--- config.mk ---
export PLATFORM = sky130hd
export DESIGN_NAME = alu_seq
export DESIGN_NICKNAME = d
export VERILOG_FILES = /design/src/rtl/alu_seq_pkg.sv /design/src/rtl/alu_seq.sv
export SDC_FILE = /design/constraint.sdc
export NUM_CORES = 1
export LEC_CHECK = 0
export CAP_MARGIN = 20
export CORE_ASPECT_RATIO = 1.1
export CORE_MARGIN = 5
export CORE_UTILIZATION = 35
export DETAILED_ROUTE_END_ITERATION = 10
export PLACE_DENSITY = 0.6
export SLEW_MARGIN = 20
export SYNTH_ARGS = -nofsm -noshare
export SYNTH_HDL_FRONTEND = slang
export SYNTH_SLANG_ARGS = --single-unit
export TNS_END_PERCENT = 20
--- constraint.sdc ---
create_clock -name clk -period 6.5 [get_ports clk]
set_clock_uncertainty 0.1 [all_clocks]
set_input_delay 1.625 -clock clk [delete_from_list [all_inputs] [get_ports clk]]
set_output_delay 1.625 -clock clk [all_outputs]
set_load 0.02 [all_outputs]
--- src/rtl/alu_seq_pkg.sv ---
// Shared types and helpers for the bit-serial ALU sequencer.
// Imported by alu_seq.
package alu_seq_pkg;

  typedef enum logic [1:0] {
    IDLE,
    RUN,
    DONE
  } state_t;

  localparam logic OP_CNT = 1'b0;
  localparam logic OP_SHL = 1'b1;

  function automatic int unsigned clamp_len(
    input int unsigned len,
    input int unsigned w
  );
    return (len > w) ? w : len;
  endfunction

endpackage

--- src/rtl/alu_seq.sv ---
// Bit-serial sequencer feeding the alu stage: streams a word MSB-first
// into alu_in_a_lsb while holding the accumulator on alu_in_b.
module alu_seq
  import alu_seq_pkg::*;
#(
  parameter int alu_width = 12,
  parameter int cnt_width = $clog2(alu_width + 1)
) (
  input  logic                 clk,
  input  logic                 rst,
  input  logic                 in_valid,
  output logic                 in_ready,
  input  logic                 in_op,
  input  logic [alu_width-1:0] in_word,
  input  logic [cnt_width-1:0] in_len,
  input  logic [alu_width-1:0] in_acc_init,
  output logic                 alu_in_a_lsb,
  output logic                 alu_op,
  output logic [alu_width-1:0] alu_in_b,
  input  logic [alu_width-1:0] alu_out,
  output logic                 out_valid,
  input  logic                 out_ready,
  output logic [alu_width-1:0] out_result
);

  state_t               state;
  logic [alu_width-1:0] sreg;
  logic [alu_width-1:0] acc;
  logic [cnt_width-1:0] cnt;
  logic                 op_r;

  logic [cnt_width-1:0] len_c;
  logic [cnt_width-1:0] sh_amt;

  assign len_c = cnt_width'(
    clamp_len(32'(in_len), alu_width));

  // Left-align the L-bit field so bit L-1 lands on sreg MSB.
  assign sh_amt = cnt_width'(alu_width) - len_c;

  always_ff @(posedge clk) begin
    if (rst) begin
      state <= IDLE;
      sreg  <= '0;
      acc   <= '0;
      cnt   <= '0;
      op_r  <= OP_CNT;
    end else begin
      case (state)
        IDLE: begin
          if (in_valid) begin
            sreg  <= in_word << sh_amt;
            acc   <= in_acc_init;
            cnt   <= len_c;
            op_r  <= in_op;
            state <= (len_c != '0) ? RUN : DONE;
          end
        end
        RUN: begin
          acc  <= alu_out;
          sreg <= sreg << 1;
          cnt  <= cnt - cnt_width'(1);
          if (cnt == cnt_width'(1)) begin
            state <= DONE;
          end
        end
        DONE: begin
          if (out_ready) begin
            state <= IDLE;
          end
        end
        default: state <= IDLE;
      endcase
    end
  end

  assign in_ready     = (state == IDLE);
  assign out_valid    = (state == DONE);
  assign out_result   = acc;
  assign alu_in_a_lsb = (state == RUN) & sreg[alu_width-1];
  assign alu_op       = op_r;
  assign alu_in_b     = acc;

endmodule

* Word-level counts from Yosys, hierarchy flattened
Index checks and enable logic that the tools add are counted.
Storage, ports and cells: register bits after elaboration 31, bits in latches 0, bits in writable memories 0, ROM bits 0, input bits 45, memories 0
Cells by class: add/sub/neg operators 2, multipliers 0, divide/modulo/power cells 0, magnitude comparators 1, equality and inequality tests 6, shifts and indexed selects 1, multiplexer cells 12, bitwise operators 1, reductions and logical operators 6
Operators by type and width (count):
- one-hot mux 12 bit (2 select lines) | 2
- two-way mux 12 bit | 2
- << shifter 12 x 4 -> 12 bit | 1
- two-way mux 2 bit | 4
- two-way mux 4 bit | 2
- one-hot mux 4 bit (2 select lines) | 1
- one-hot mux 2 bit (3 select lines) | 1
- == test 4 x 1 -> 1 bit (second input constant) | 1
- greater-than comparator 4 bit (second input constant) | 1
- != test 2 bit (second input constant) | 2
- AND reduction 2 bit | 2
- nonzero test 4 bit | 1
- subtractor 4 x 1 -> 4 bit (second input constant) | 1
- subtractor 4 bit (first input constant) | 1
- AND reduction 3 bit | 1
- == test 2 x 1 -> 1 bit (second input constant) | 1
- == test 2 bit (second input constant) | 1
- zero test 2 bit | 1
- != test 2 x 1 -> 1 bit (second input constant) | 1
- nonzero test 2 bit | 1
- bitwise AND 1 bit | 1

* Depth between registers and ports, before layout
Gate-level depths: netlist of run 1.
depth after elaboration 6, mapped depth 11, mapped depth without buffers 8

* Worst setup path before layout of run 1
OpenSTA, ideal clock, no wires.
path kind in2reg, start in in_len[2], end reg sreg[7], setup time 132 ps, arrival 3855 ps, setup slack 2413 ps, stages on the path 10, cells stage by stage buf_4 > a21boi_4 > buf_6 > inv_1 > ha_1 > buf_2 > mux4_2 > mux2_2 > a221oi_1 > nor3_1
Between the ends: longest elaborated chain between the ends 6
RTL lines:
- start: declaration | RTL line alu_seq.sv:15 | input logic [cnt_width-1:0] in_len,
- greater-than comparator 4 bit | RTL line alu_seq_pkg.sv:18 | return (len > w) ? w : len;
- two-way mux 4 bit (*) | RTL line alu_seq_pkg.sv:18
- subtractor 4 bit (*) | RTL line alu_seq.sv:39 | assign sh_amt = cnt_width'(alu_width) - len_c;
- << shifter 12 x 4 -> 12 bit (*) | RTL line alu_seq.sv:52 | sreg <= in_word << sh_amt;
- two-way mux 12 bit (*) | RTL line alu_seq.sv:51 | if (in_valid) begin
- one-hot mux 12 bit (2 select lines) (*) | RTL line alu_seq.sv:49 | case (state)
- end signal: assignment | RTL line alu_seq.sv:52
- end signal: assignment | RTL line alu_seq.sv:61 | sreg <= sreg << 1;
- end: declaration | RTL line alu_seq.sv:27 | logic [alu_width-1:0] sreg;
Every way passes the cells marked *; elsewhere a longest branch is shown, timed or not. The select of a mux whose other input is x is not followed. A chain may end at the register's enable or synchronous reset.

* Worst setup path after layout of run 1
start in in_len[0], end reg sreg[7]
The elaborated chain is that of the path after synthesis.

==> results of run 1 <==
[kinds of logic (layout without fill, tap and decap cells)]
family / after synthesis / count (layout) / synth area share (%)
DFF: 31 / 31 / 27.7
adders and majority gates: 3 / 3 / 1.68
buffers and inverters: 38 / 89 / 9.06
AOI/OAI and AO/OA: 69 / 69 / 21.3
xor gates and xnor gates: 2 / 2 / 1.62
and+or+nand+nor: 122 / 122 / 25.4
muxes: 20 / 20 / 13.1
[worst max-delay path, stage by stage]
cell and delay [ns]:
sky130_fd_sc_hd__clkdlybuf4s50_1 0.68, sky130_fd_sc_hd__a21boi_4 0.51, sky130_fd_sc_hd__inv_1 0.12, sky130_fd_sc_hd__ha_1 0.77
sky130_fd_sc_hd__mux4_2 0.62, sky130_fd_sc_hd__mux2_2 0.28, sky130_fd_sc_hd__a221oi_1 0.27, sky130_fd_sc_hd__nor3_1 0.07
[area by class of cell]
type,count,area share [%]
multi-input combinational,216,47.4
timing repair buffer,76,25.1
inverter,5,0.628
tap,80,3.35
clock inverter,1,0.168
clock buffer,7,2.55
sequential,31,20.8
[flip-flops by register name (all words and copies together), names as in the netlist]
register and flops:
alu_in_b 12, sreg 12, cnt 4, state 2, alu_op 1
[where the power goes]
group	switching, uW	internal [uW]
Clock	68.8	75.0
Combinational	183	163
Sequential	30.2	227
Total	282	464
[layer usage]
metal | track usage, % | vias to the layer above | wire [um]
met5 | 0 | - | 0
met3 | 2.81 | 2 | 502
met4 | 3.12 | 0 | 26
met2 | 26.6 | 84 | 2910
met1 | 20.1 | 1012 | 2930
li1 | - | 1118 | -
[path summary, 6_finish.rpt]
kind	start	end	slack, ns	depth (start not counted)
hold / removal	alu_op	alu_op	0.35	2
hold reg to reg	alu_op	alu_op	0.35	2
setup reg to reg	state[0]	cnt[3]	4.16	5
setup / recovery	in_len[0]	sreg[7]	1.60	8
[cell usage after synthesis, drive strengths merged, types with 3 or more instances]
cell and count:
a211oi 7, a21oi 12, a221oi 4, a311oi 13, a31oi 4, buf 16
clkbuf 17, dfxtp 31, ha 3, inv 5, mux2 5, mux2i 8
mux4 7, nand2 44, nand2b 9, nand3 5, nand3b 3, nor2 33
nor2b 4, nor3 10, nor4 3, o21ai 16, o22ai 3, or2 3
[through the flow]
| step | area (um^2) | hold WS [ns] | worst slack, ns | total power, uW | std cells |
|---|---|---|---|---|---|
| floorplan | 2240 | 0.329 | 2.41 | 491 | 285 |
| global placement | 2910 | 0.342 | 1.38 | 607 | 408 |
| detailed placement | 2910 | 0.346 | 1.30 | 609 | 408 |
| CTS | 2990 | 0.356 | 1.61 | 756 | 416 |
| global route | 2990 | 0.385 | 1.37 | 800 | 416 |
| finish | 2990 | 0.355 | 1.60 | 746 | 416 |
==> results.ini, run 1 <==
[layout]
layout.nets=383
finish.utilization_pct=48.2
layout.cells.most_common_list=sky130_fd_sc_hd__clkdlybuf4s50_1 (72), sky130_fd_sc_hd__nand2_1 (44), sky130_fd_sc_hd__nor2_1 (32), sky130_fd_sc_hd__dfxtp_1 (31), sky130_fd_sc_hd__o21ai_0 (16)
multi_input_area_um2=1420
area_growth_syn_to_layout_pct=33.6
antenna-diode-count=0
mostFrequentLayoutCell=sky130_fd_sc_hd__clkdlybuf4s50_1
final.fill_count=625
drive_gt1_share_pct=8.33
regArea_um2=621

[clock_tree]
cts.path.max_buffers=2
post_cts_resized=0
postCtsHoldBufs=0
cts_tree=built
post-cts-setup-buffers=0
tritoncts_buffer_count=5
clkLatencyLatePin_ns=0.28
cts.clk_slew.worst_paths_ns=0.06
cts_sinks=31
ctsHtreeMaxLevel=2
cts.root.buffer_cell=sky130_fd_sc_hd__clkbuf_8

[run]
maxCapViolCount=0

[drt]
drt_iter0_drc=100
routed_wire_length_per_instance_um=15.3
wl_um=6370
route.detailed.drc=0
drt_first_pass_iters=4
ant_nets=0
dr_vias=2216
routed_via_density=5.33

[grt]
first_pass_grt_wire_length_um=10200
antenna_violations_before_repair=0
first_global_vias=2056
grt_total_usage_pct=15.4
grt_remaining_overflow=0
maximum_number_of_pins_on_one_net_before_global_route_repair=34

[sta]
min_period_over_period_pct=75.3
clock.fmax_mhz=204
final_period_minus_worst_setup_slack_ns=4.90
worstMarginPinSlew_ns=0.814
final_max_slew_viol_count=0
setup_viol_count_final=0
report.final.hold_viol_count=0
setup-tns-final_ns=0
setup_repair_after_global_routing_missed_its_margin=no
max_slew_margin_pct=45.8

[logic_synthesis]
postSynthAreaPerCell_um2=7.85
synth-warning-count=0
syn-num-nets=333
synth.cell_area_um2=2240
synth.area.top_cells=sky130_fd_sc_hd__dfxtp_1 (28%), sky130_fd_sc_hd__nand2_1 (7.4%), sky130_fd_sc_hd__mux4_2 (7.0%)
ys_dominant_reg_cell=sky130_fd_sc_hd__dfxtp_1
postSynthRegisterBits=31
sequential_fraction_of_the_synthesis_area_pct=27.7
yosys.area.top_type_share_pct=27.7
synth.distinct_cells=43
netlist_instances=285
ffs_w_async_s_r_synth_pct=0
synth_enable_flop_cells=0
yosys.area.top_type=sky130_fd_sc_hd__dfxtp_1

[floorplanning]
io_pins=73
design.core.area_um2=6190
fp.dieW_um=86.2
die-height_um=93.9
initial_utilization_pct=36.1
area_of_the_die_um2=8090
number_of_standard_cell_rows_in_the_floorplan=30

[worst_setup_path]
timing.critical_path.to_type=register
critical_path_required_ns=6.55
criticalPathCategory=input port to register
cp-start-kind=input port
timing.critical_path.fanout_max=20
worstPathArrival_ns=4.95

[placed_design]
routabilityCongestion=0.809
place.detailed.hpwl_um=4630
placement.io_buffers=72

[pwr]
vdd_ir_drop_max_uv=111
pwr_cell_area_nw_per_um2=250
p_leak_uw=0.00109

[outcome]
status=finished clean

[hold_path]
holdCritPathClass=register to register

Note: power is estimated with default switching activity, not from simulation.
==> run 2, diff against run 1 <==
- clock period: 6.5 -> 5.1 ns (I/O delays scaled with it)
==> run 2 against run 1 <==
Effect of this change:
- combinational power up 29%
- clock power up 29%
- hold slack worse by 0.0025 ns
- sequential power up 27%
- critical endpoint is now sreg[8]
- first-iteration DRC count down 17%
- largest power group unchanged
- wire length up 2.8%
- highest routed layer unchanged
==> results.ini, run 2 (synthesis gave the netlist of run 1 again) <==
[clock_tree]
cts_tree=built  ; unchanged
clkLatencyLatePin_ns=0.28  ; about the same
cts.clk_slew.worst_paths_ns=0.06  ; about the same
post_cts_resized=0  ; unchanged
cts.path.max_buffers=2  ; unchanged
cts_sinks=31  ; unchanged
postCtsHoldBufs=0  ; unchanged
ctsHtreeMaxLevel=2  ; unchanged
cts.root.buffer_cell=sky130_fd_sc_hd__clkbuf_8  ; unchanged
tritoncts_buffer_count=5  ; unchanged
post-cts-setup-buffers=0  ; unchanged

[layout]
stdcell_area_um2=3000  ; was 2990 um^2
area_growth_syn_to_layout_pct=34.2  ; was 33.6%
drive_gt1_share_pct=8.88  ; was 8.33%
layout.cells.most_common_list=sky130_fd_sc_hd__clkdlybuf4s50_1 (72), sky130_fd_sc_hd__nand2_1 (44), sky130_fd_sc_hd__nor2_1 (32), sky130_fd_sc_hd__dfxtp_1 (31), sky130_fd_sc_hd__o21ai_0 (16)  ; unchanged
antenna-diode-count=0  ; unchanged
layout.nets=385  ; was 383
mostFrequentLayoutCell=sky130_fd_sc_hd__clkdlybuf4s50_1  ; unchanged

[floorplanning]
fp.dieW_um=86.2  ; unchanged
io_pins=73  ; unchanged
area_of_the_die_um2=8090  ; unchanged
initial_utilization_pct=36.1  ; unchanged
die-height_um=93.9  ; unchanged
design.core.area_um2=6190  ; unchanged
number_of_standard_cell_rows_in_the_floorplan=30  ; unchanged

[worst_setup_path]
cp-start-kind=input port  ; unchanged
timing.reg2reg.worst_path_depth=5  ; unchanged
worstPathArrival_ns=4.12  ; was 4.95 ns
critical_path_required_ns=5.14  ; was 6.55 ns
criticalPathCategory=input port to register  ; unchanged
timing.critical_path.fanout_max=13  ; was 20
timing.critical_path.to_type=register  ; unchanged

[hold_path]
hold_crit_depth=2  ; unchanged
holdCritPathClass=register to register  ; unchanged

[grt]
grt_remaining_overflow=0  ; unchanged
first_pass_grt_wire_length_um=10700  ; was 10200 um
maximum_number_of_pins_on_one_net_before_global_route_repair=22  ; was 34
first_global_vias=2122  ; was 2056
grt_total_usage_pct=16.5  ; was 15.4%
antenna_violations_before_repair=0  ; unchanged

[sta]
setup_viol_count_final=0  ; unchanged
setup_repair_after_global_routing_missed_its_margin=no  ; unchanged
final_max_slew_viol_count=0  ; unchanged
report.final.hold_viol_count=0  ; unchanged
max_slew_margin_pct=43.0  ; was 45.8%
setup-tns-final_ns=0  ; unchanged
worstMarginPinSlew_ns=0.855  ; was 0.814 ns
final_period_minus_worst_setup_slack_ns=4.08
clock.fmax_mhz=245
fin_worst_hold_slack_ns=0.352  ; was 0.355 ns
min_period_over_period_pct=80.1

[pwr]
pwr_cell_area_nw_per_um2=319  ; was 250 nW/um^2
vdd_ir_drop_max_uv=159  ; was 111 uV
cell_internal_power_uw=593  ; was 464 uW
report.power.total_uw=958  ; was 746 uW
combinationalPowerShare_pct=46.5  ; was 46.3%
share_clk_of_total_power_pct=19.4  ; was 19.3%
switching_share_pct=38.1  ; was 37.8%
power.share.sequential_pct=34.1  ; was 34.4%
netSwitchingPower_uw=365  ; was 282 uW
p_leak_uw=0.00110  ; was 0.00109 uW

[drt]
wl_um=6540  ; was 6370 um
routed_via_density=5.41  ; was 5.33
routed-wl-met3_um=473  ; was 502 um
drt_first_pass_iters=4  ; unchanged
length_of_routed_met2_wiring_um=2880  ; was 2910 um
routed_wire_length_per_instance_um=15.7  ; was 15.3 um
dr_vias=2260  ; was 2216
route.detailed.drc=0  ; unchanged
ant_nets=0  ; unchanged
wirelength_met1_um=3040  ; was 2930 um
route.top_layer_used=met4  ; unchanged
drt_iter0_drc=83  ; was 100

[placed_design]
cell_area_after_placement_um2=2920  ; was 2910 um^2
routabilityCongestion=0.865  ; was 0.809
place.detailed.hpwl_um=4890  ; was 4630 um
placement.io_buffers=72  ; unchanged

[run]
maxCapViolCount=0  ; unchanged

[outcome]
status=finished clean  ; unchanged

run 2: cell count changes in the layout (fill, tap and decap cells not counted), sizes merged:
cell / previous run / this run
buf: 4 / 6
run 2: per-layer routing:
layer | vias up | track usage [%]
met2 | 85 | 26.4
met4 | 0 | 6.10
li1 | 1125 | -
met1 | 1040 | 21.7
met3 | 10 | 3.42
met5 | - | 0
run 2: layout make-up:
class                      instances  area, um^2
fill                             628        3190
multi-input combinational        216        1420
timing repair buffer              78         766
sequential                        31         621
tap                               80         100
clock buffer                       7        76.3
inverter                           5        18.8
clock inverter                     1        5.00
run 2: power groups by stage:
stage / logic (uW) / registers, uW / clock network [uW]
global route: 488 / 335 / 205
finish: 446 / 327 / 186
floorplan: 284 / 342 / 0
global placement: 444 / 332 / 0
detailed placement: 447 / 333 / 0
CTS: 449 / 328 / 193
run 2: per-stage QoR:
| stage | instances | util (%) | worst slack [ns] |
|---|---|---|---|
| 2_1_floorplan | 285 | - | 1.36 |
| 3_3_place_gp | 410 | 47.2 | 0.823 |
| 3_5_place_dp | 410 | 47.2 | 0.756 |
| 4_1_cts | 418 | 48.5 | 1.04 |
| 5_1_grt | 418 | 48.5 | 0.840 |
| 6_report | 418 | 48.5 | 1.02 |
run 2: worst paths after layout:
| kind | start | end | slack (ns) |
|---|---|---|---|
| setup reg to reg | state[0] | cnt[3] | 2.75 |
| setup / recovery | in_len[3] | sreg[8] | 1.02 |
| hold reg to reg | sreg[0] | sreg[0] | 0.35 |
| hold / removal | sreg[0] | sreg[0] | 0.35 |
run 2: worst max-delay path, stage by stage:
cell and delay [ns]:
sky130_fd_sc_hd__clkdlybuf4s50_1 0.76, sky130_fd_sc_hd__nand2_1 0.16, sky130_fd_sc_hd__nand2_1 0.10, sky130_fd_sc_hd__ha_1 0.56, sky130_fd_sc_hd__xnor2_4 0.25, sky130_fd_sc_hd__mux4_2 0.55
sky130_fd_sc_hd__or2_0 0.20, sky130_fd_sc_hd__a21oi_1 0.15, sky130_fd_sc_hd__o32ai_1 0.10
==> run 3, diff against run 2 <==
- PLACE_DENSITY: 0.6 -> 0.62
- clock period: 5.1 -> 3.3 ns (I/O delays scaled with it)
==> run 3 against run 2 <==
Effect of this change:
- final cell count rose by 4.1%
- sequential power rose by 53%
- die area did not move
- worst setup slack got worse by 0.75 ns
- register-to-register slack worse by 1.6 ns
- combinational power up 63%
- highest routed layer unchanged
==> results.ini, run 3 (synthesis gave the netlist of run 1 again) <==
[worst_setup_path]
critical_path.n_buffers_inverters=2  ; was 1
critical_path_required_ns=3.37  ; was 5.14 ns
reg2reg_from=state[1]  ; was state[0]
capture_point_of_the_worst_reg_to_reg_path=cnt[3]  ; unchanged
regToRegSetupSlack_ns=1.19  ; was 2.75 ns
worstPathArrival_ns=3.10  ; was 4.12 ns
timing.reg2reg.worst_path_depth=3  ; was 5
cp_slowest_stage_delay_ns=0.54  ; was 0.76 ns
cpLargestDelayFamily=multiplexers  ; was buffers and inverters
timing.critical_path.slowest_stage_cell=sky130_fd_sc_hd__mux4_2  ; was sky130_fd_sc_hd__clkdlybuf4s50_1
criticalPathCategory=input port to register  ; unchanged
cp-start-kind=input port  ; unchanged
timing.critical_path.to_type=register  ; unchanged
timing.critical_path.fanout_max=3  ; was 13
timing.critical_path.cells=clkdlybuf4s50_1, a21boi_4, inv_1, ha_1, mux4_2, mux2_2, a221oi_1, nor3_1  ; was clkdlybuf4s50_1, nand2_1, nand2_1, ha_1, xnor2_4, mux4_2, or2_0, a21oi_1, o32ai_1

[grt]
maximum_number_of_pins_on_one_net_before_global_route_repair=22  ; unchanged
first_global_vias=2212  ; was 2122
grt_total_usage_pct=16.5  ; about the same
grt_remaining_overflow=0  ; unchanged
first_pass_grt_wire_length_um=10800  ; was 10700 um
antenna_violations_before_repair=0  ; unchanged

[drt]
ant_nets=0  ; unchanged
drt_iter0_drc=140  ; was 83
routed_via_density=5.24  ; was 5.41
route.detailed.drc=0  ; unchanged
wl_um=6590  ; was 6540 um
routed_wire_length_per_instance_um=15.1  ; was 15.7 um
drt_first_pass_iters=4  ; unchanged
dr_vias=2280  ; was 2260

[sta]
setup_repair_after_global_routing_missed_its_margin=no  ; unchanged
fin_worst_hold_slack_ns=0.372  ; was 0.352 ns
min_period_over_period_pct=91.8
max_slew_margin_pct=45.1  ; was 43.0%
clock.fmax_mhz=330
setup-tns-final_ns=0  ; unchanged
final_max_slew_viol_count=0  ; unchanged
setup_viol_count_final=0  ; unchanged
report.final.hold_viol_count=0  ; unchanged
worstMarginPinSlew_ns=0.824  ; was 0.855 ns
final_period_minus_worst_setup_slack_ns=3.03

[layout]
mostFrequentLayoutCell=sky130_fd_sc_hd__clkdlybuf4s50_1  ; unchanged
antenna-diode-count=0  ; unchanged
layout.cells.most_common_list=sky130_fd_sc_hd__clkdlybuf4s50_1 (72), sky130_fd_sc_hd__nand2_1 (44), sky130_fd_sc_hd__nor2_1 (32), sky130_fd_sc_hd__dfxtp_1 (31), sky130_fd_sc_hd__buf_4 (23)  ; was sky130_fd_sc_hd__clkdlybuf4s50_1 (72), sky130_fd_sc_hd__nand2_1 (44), sky130_fd_sc_hd__nor2_1 (32), sky130_fd_sc_hd__dfxtp_1 (31), sky130_fd_sc_hd__o21ai_0 (16)
area_growth_syn_to_layout_pct=41.6  ; was 34.2%
layout.nets=402  ; was 385
drive_gt1_share_pct=13.8  ; was 8.88%
finish.utilization_pct=51.1  ; was 48.5%
stdcell_area_um2=3170  ; was 3000 um^2

[hold_path]
holdCritStartpoint=sreg[0]  ; unchanged
holdCritPathClass=register to register  ; unchanged
hold_crit_depth=2  ; unchanged
hold_end=sreg[0]  ; unchanged

[clock_tree]
cts_tree=built  ; unchanged
cts.root.buffer_cell=sky130_fd_sc_hd__clkbuf_8  ; unchanged
tritoncts_buffer_count=5  ; unchanged
cts.clk_slew.worst_paths_ns=0.07  ; was 0.06 ns
cts.path.max_buffers=2  ; unchanged
clkLatencyLatePin_ns=0.28  ; about the same
cts_sinks=31  ; unchanged
postCtsHoldBufs=0  ; unchanged
post-cts-setup-buffers=0  ; unchanged
post_cts_resized=0  ; unchanged
ctsHtreeMaxLevel=2  ; unchanged

[pwr]
pwr_cell_area_nw_per_um2=510  ; was 319 nW/um^2
vdd_ir_drop_max_uv=204  ; was 159 uV
p_leak_uw=0.00120  ; was 0.00110 uW

[floorplanning]
design.core.area_um2=6190  ; unchanged
io_pins=73  ; unchanged
initial_utilization_pct=36.1  ; unchanged
area_of_the_die_um2=8090  ; unchanged
number_of_standard_cell_rows_in_the_floorplan=30  ; unchanged
fp.dieW_um=86.2  ; unchanged
die-height_um=93.9  ; unchanged

[outcome]
status=finished clean  ; unchanged

[run]
maxCapViolCount=0  ; unchanged

[placed_design]
cell_area_after_placement_um2=3050  ; was 2920 um^2
placement.io_buffers=72  ; unchanged
place.detailed.hpwl_um=4950  ; was 4890 um
routabilityCongestion=0.893  ; was 0.865

[run 3: worst min-delay path, cell delays in order (launching register included)]
cell,delay [ns]
sky130_fd_sc_hd__dfxtp_1,0.32
sky130_fd_sc_hd__nand2_1,0.05
sky130_fd_sc_hd__a21oi_1,0.06
[run 3: power breakdown]
group	switching, uW	total (uW)	internal (uW)	leakage [uW]
Combinational	376	726	350	0.000880
Sequential	55.0	501	446	0.000257
Clock	143	387	244	0.0000612
Total	574	1610	1040	0.00120
[run 3: stage by stage]
stage	worst slack, ns	power (uW)	cells
finish	0.270	1610	435
global route	0.116	1720	435
CTS	0.267	1630	435
detailed placement	-0.0411	1240	427
global placement	0.0216	1230	427
floorplan	0.0132	967	285
[run 3: worst max path at each step]
stage | slack, ns | from | cells after the start | end
floorplan | 0.01 | in_len[2] | 10 | sreg[7]
global placement | 0.02 | in_len[3] | 8 | sreg[7]
detailed placement | -0.04 | in_len[3] | 8 | sreg[7]
CTS | 0.27 | in_len[3] | 8 | sreg[7]
global route | 0.12 | in_len[3] | 8 | sreg[7]
finish | 0.27 | in_len[3] | 8 | sreg[7]
[run 3: area by class of cell]
type                    count  area, um^2
clock buffers               6        82.6
clock inverters             2        35.0
fillers                   621        3030
inverters                   5        18.8
multi-input cells         216        1420
flip-flops and latches     31         621
well taps                  80         100
repair buffers             95         893
[run 3: layer usage]
| metal | GRT usage [%] | vias to the layer above | wire (um) |
|---|---|---|---|
| li1 | - | 1160 | - |
| met1 | 21.0 | 1024 | 3020 |
| met2 | 27.9 | 92 | 3030 |
| met3 | 3.16 | 4 | 501 |
| met4 | 5.06 | 0 | 31 |
| met5 | 0 | - | 0 |
